==> src/rtl/f_npc.sv <==
// Fetch-stage PC register and next-PC selector (exception, eret, stall, branch/jump/jr).
// Optional macro NPC_RANGE_CHECK_EN: adds IM_LO/IM_HI bounds to the fetch address error.
module f_npc #(
  parameter logic [31:0] RESET_PC   = 32'h0000_3000,
  parameter logic [31:0] HANDLER_PC = 32'h0000_4180,
  parameter logic [31:0] IM_LO      = 32'h0000_3000,
  parameter logic [31:0] IM_HI      = 32'h0000_6FFC
) (
  input  logic        clk,
  input  logic        reset,
  input  logic        stall,
  input  logic [1:0]  d_npcSel,
  input  logic        d_brTaken,
  input  logic [31:0] d_target,
  input  logic [31:0] d_rsData,
  input  logic        req,
  input  logic        eret,
  input  logic [31:0] epc,
  output logic [31:0] f_pc,
  output logic        f_bd,
  output logic        f_excAdEL
);

  localparam logic [1:0] SEL_BR = 2'b01;
  localparam logic [1:0] SEL_J  = 2'b10;
  localparam logic [1:0] SEL_JR = 2'b11;

`ifdef NPC_RANGE_CHECK_EN
  localparam bit RANGE_EN = 1'b1;
`else
  localparam bit RANGE_EN = 1'b0;
`endif

  logic [31:0] pc_nxt;
  logic        misaligned;
  logic        out_of_range;

  // Redirect priority: exception entry, then eret, then stall, then D-stage control flow.
  always_comb begin
    pc_nxt = f_pc + 32'd4;
    if (req)
      pc_nxt = HANDLER_PC;
    else if (eret)
      pc_nxt = epc;
    else if (stall)
      pc_nxt = f_pc;
    else begin
      case (d_npcSel)
        SEL_BR:  if (d_brTaken) pc_nxt = d_target;
        SEL_J:   pc_nxt = d_target;
        SEL_JR:  pc_nxt = d_rsData;
        default: pc_nxt = f_pc + 32'd4;
      endcase
    end
  end

  always_ff @(posedge clk) begin
    if (reset)
      f_pc <= RESET_PC;
    else
      f_pc <= pc_nxt;
  end

  // The F instruction sits in a delay slot whenever D holds any control transfer, taken or not.
  assign f_bd = (d_npcSel != 2'b00);

  assign misaligned   = (f_pc[1:0] != 2'b00);
  assign out_of_range = (f_pc < IM_LO) || (f_pc > IM_HI);
  assign f_excAdEL    = misaligned || (RANGE_EN && out_of_range);

endmodule

==> config.mk <==
export PLATFORM = sky130hd
export DESIGN_NAME = f_npc
export DESIGN_NICKNAME = d
export VERILOG_FILES = /design/src/rtl/f_npc.sv
export SDC_FILE = /design/constraint.sdc
export NUM_CORES = 1
export LEC_CHECK = 0
export ABC_CLOCK_PERIOD_IN_PS = 2250
export CAP_MARGIN = 20
export CORE_MARGIN = 3
export CORE_UTILIZATION = 37
export CTS_BUF_LIST = sky130_fd_sc_hd__clkbuf_4 sky130_fd_sc_hd__clkbuf_8
export DETAILED_ROUTE_END_ITERATION = 12
export GPL_TIMING_DRIVEN = 0
export HOLD_SLACK_MARGIN = 0.06
export PLACE_DENSITY_LB_ADDON = 0.25
export SYNTH_ARGS = -nofsm -noshare
export SYNTH_HDL_FRONTEND = slang
export SYNTH_SLANG_ARGS = --single-unit
==> constraint.sdc <==
create_clock -name clk -period 2.25 [get_ports clk]
set_clock_uncertainty 0.15 [all_clocks]
set_input_delay 0.3375 -clock clk [delete_from_list [all_inputs] [get_ports clk]]
set_output_delay 0.3375 -clock clk [all_outputs]
set_load 0.005 [all_outputs]
==> results.cfg <==
[pwr]
ir_worst_vdd_uv = 297.6
p_seq_frac = 0.371
clkPwrFrac = 0.281
combinationalPowerShare = 0.348
power-per-cell-area_nw_per_um2 = 398.3
p_int_mw = 1.187
switching_share = 0.3278
switchingPower_uw = 579.1
leakage_nw = 1.566

[job]
cap_violations = 0

[floorplan]
start_util = 0.3878
die_area_um2 = 8254
ios = 138
core.rowCount = 30
die_y_um = 90.85
core_region_area_um2 = 6869
die_w_um = 90.85

[logic_synthesis]
avgSynthCellArea_um2 = 7.161
synth_seq_cells = 32
synth_flop_cell = dfxtp_1
synth_top_area_share = 0.2405
yosys-top-cells-count = 32 x dfxtp_1, 30 x a21oi_1, 30 x clkbuf_1, 30 x o21ai_0, 28 x nor2_1
async_reset_ff_frac = 0
syn_area_um2 = 2664
synth.most_common_cell = dfxtp_1
yosys-top-cells-area = dfxtp_1 24%, a21oi_1 5.6%, o21ai_0 5.6%, a221oi_1 4.3%, clkbuf_1 4.2%
synth_cell_type_count = 55
synth_nets = 477
yosys_warnings = 0
synth_edf_count = 0
synth_cells = 372
yosysSeqAreaShare = 0.2405
synth_top_cell_by_area = dfxtp_1

[setup_path]
cp.arrival_ns = 2.29
required_ns = 2.25
crit_fanout = 8
path_class = flop to flop
start_kind = flop
critical_path.endpoint_type = flop

[place]
dp_hpwl_mm = 9.204
dp_cells = 602
portBuffers = 134
place_congestion = 0.9133

[routing]
drc_errors = 0
wire_per_inst_um = 21.02
vias = 3898
firstDrtPassIters = 5
via_per_inst = 6.380
drtAntennaViolNets = 0
totalWireLength_mm = 12.84
first_iter_violations = 403

[outcome]
status = finished with violations
violations = negative setup slack

[timing]
worstMarginPinSlew_ns = 0.7091
slew_viol_final = 0
finalHoldViolations = 0
finalSetupViolations = 4
layout_setup_ws_ns = -0.03379
finalCritPeriodShare = 1.015
max_freq_mhz = 437.9
relSlewSlack = 0.5273
layout_min_cycle_time_ns = 2.284
grt_setup_unrepaired = yes

[cells_and_area]
fin_cells = 611
areaGrowthSynthToFinish_pct = 66.51
largest_reg_flops = 30
seqCellArea_um2 = 675.6
multi_input_area_um2 = 1976
diodes = 0
reg.largest.list = f_pc: 30 flops
nNetsFinal = 619
fill_cells = 621
postLayoutCoreUtil = 0.6457
drive_gt1_frac = 0.1282
max_flop_register = f_pc

[clocking]
cts_made_buffers = 5
htreeDepth = 2
clk_pin_slew_ns = 0.08
ctsHoldBuffers = 0
insertion_delay_ns = 0.30
root_buffer = clkbuf_8
cts_tree = done
clk_path_buf_depth = 2
cts.sinks = 32

[global_routing]
antenna_found_initial = 0
grt-ovfl-total = 0
grt_usage = 0.2968
grt_pass1_vias = 3852
grt_max_degree = 11
grt_pass1_wl_mm = 19.74

[hold_path]
hold_class = flop to flop
[per-layer routing]
layer	vias up	GRT usage	share of wire
li1	1746	-	-
met1	1813	0.3743	0.39
met2	299	0.4855	0.47
met3	40	0.06250	0.11
met4	0	0.1319	0.031
met5	-	0	0
[logic make-up (layout without fill, tap and decap cells)]
kind of cell             Yosys count  after routing  synth area share
XOR/XNOR                           6              6           0.01973
flip-flops                        32             32            0.2405
adder cells (fa/ha/maj)            1              1          0.004696
buffers and inverters             43            186           0.06106
multiplexers                       5              5           0.01926
AND/OR/NAND/NOR                  126            126            0.2410
AO/OA/AOI/OAI                    159            159            0.4138
[power by group through the flow]
stage | clock [mW] | combinational [mW] | sequential, mW
after global routing | 0.509 | 0.653 | 0.658
after global placement | 0 | 0.562 | 0.662
after CTS | 0.485 | 0.590 | 0.651
final | 0.497 | 0.615 | 0.655
after detailed placement | 0 | 0.573 | 0.664
after floorplan | 0 | 0.234 | 0.653
[final cells by class]
class,count,area share
multi-input cells,297,0.4454
clock buffers,6,0.01862
well taps,96,0.02708
repair buffers,139,0.3114
plain buffers,28,0.03357
clock inverters,2,0.002257
flip-flops and latches,32,0.1523
inverters,11,0.009309
[cells in the final DEF, fill, tap and decap left out, types with 6 or more instances in the layout]
| master | count |
|---|---|
| nor2_1 | 26 |
| a221oi_1 | 10 |
| nand3_1 | 15 |
| nor3_1 | 6 |
| nand2_1 | 26 |
| a221o_1 | 8 |
| clkbuf_1 | 12 |
| o22ai_1 | 7 |
| nor4_1 | 6 |
| a22o_1 | 6 |
| dfxtp_4 | 7 |
| dfxtp_2 | 7 |
| inv_1 | 10 |
| o21ai_0 | 30 |
| clkbuf_8 | 8 |
| a22oi_1 | 6 |
| o221ai_1 | 8 |
| dfxtp_1 | 18 |
| a31oi_1 | 6 |
| clkbuf_2 | 10 |
| a21oi_1 | 29 |
| nand4_1 | 14 |
| clkdlybuf4s50_1 | 133 |
[timing repair]
action	CTS	global route
resized for setup	41	28
buffers inserted	2	3
pin swaps	3	5
setup endpoints to repair	31	29
[worst paths after layout]
kind	cells past startpoint	start	slack, ns	to
setup / recovery	6	f_pc[2]	-0.03	f_pc[31]
hold / removal	2	f_pc[6]	0.36	f_pc[6]
setup reg to reg	6	f_pc[2]	-0.03	f_pc[31]
hold reg to reg	2	f_pc[6]	0.36	f_pc[6]
[through the flow]
stage / TNS (ns) / worst slack, ns / power, mW / area (µm²) / hold WS [ns]
after global placement: -16.55 / -0.7064 / 1.225 / 4151 / 0.3413
after floorplan: 0 / 0.01755 / 0.8870 / 2690 / 0.2834
after CTS: 0 / 0.003039 / 1.726 / 4345 / 0.3548
after detailed placement: -18.09 / -0.7716 / 1.237 / 4151 / 0.3442
final: -0.04915 / -0.03379 / 1.766 / 4436 / 0.3596
after global routing: -0.1725 / -0.04878 / 1.821 / 4436 / 0.3931
[worst max-delay path, stage by stage (launching register included)]
cell and delay [ns]:
dfxtp_4 0.37, buf_4 0.14, nand4_1 0.45, nor3_4 0.46, nand4_1 0.23, mux2_2 0.28, o21ai_0 0.07
Note: power is estimated with default switching activity, not from simulation.
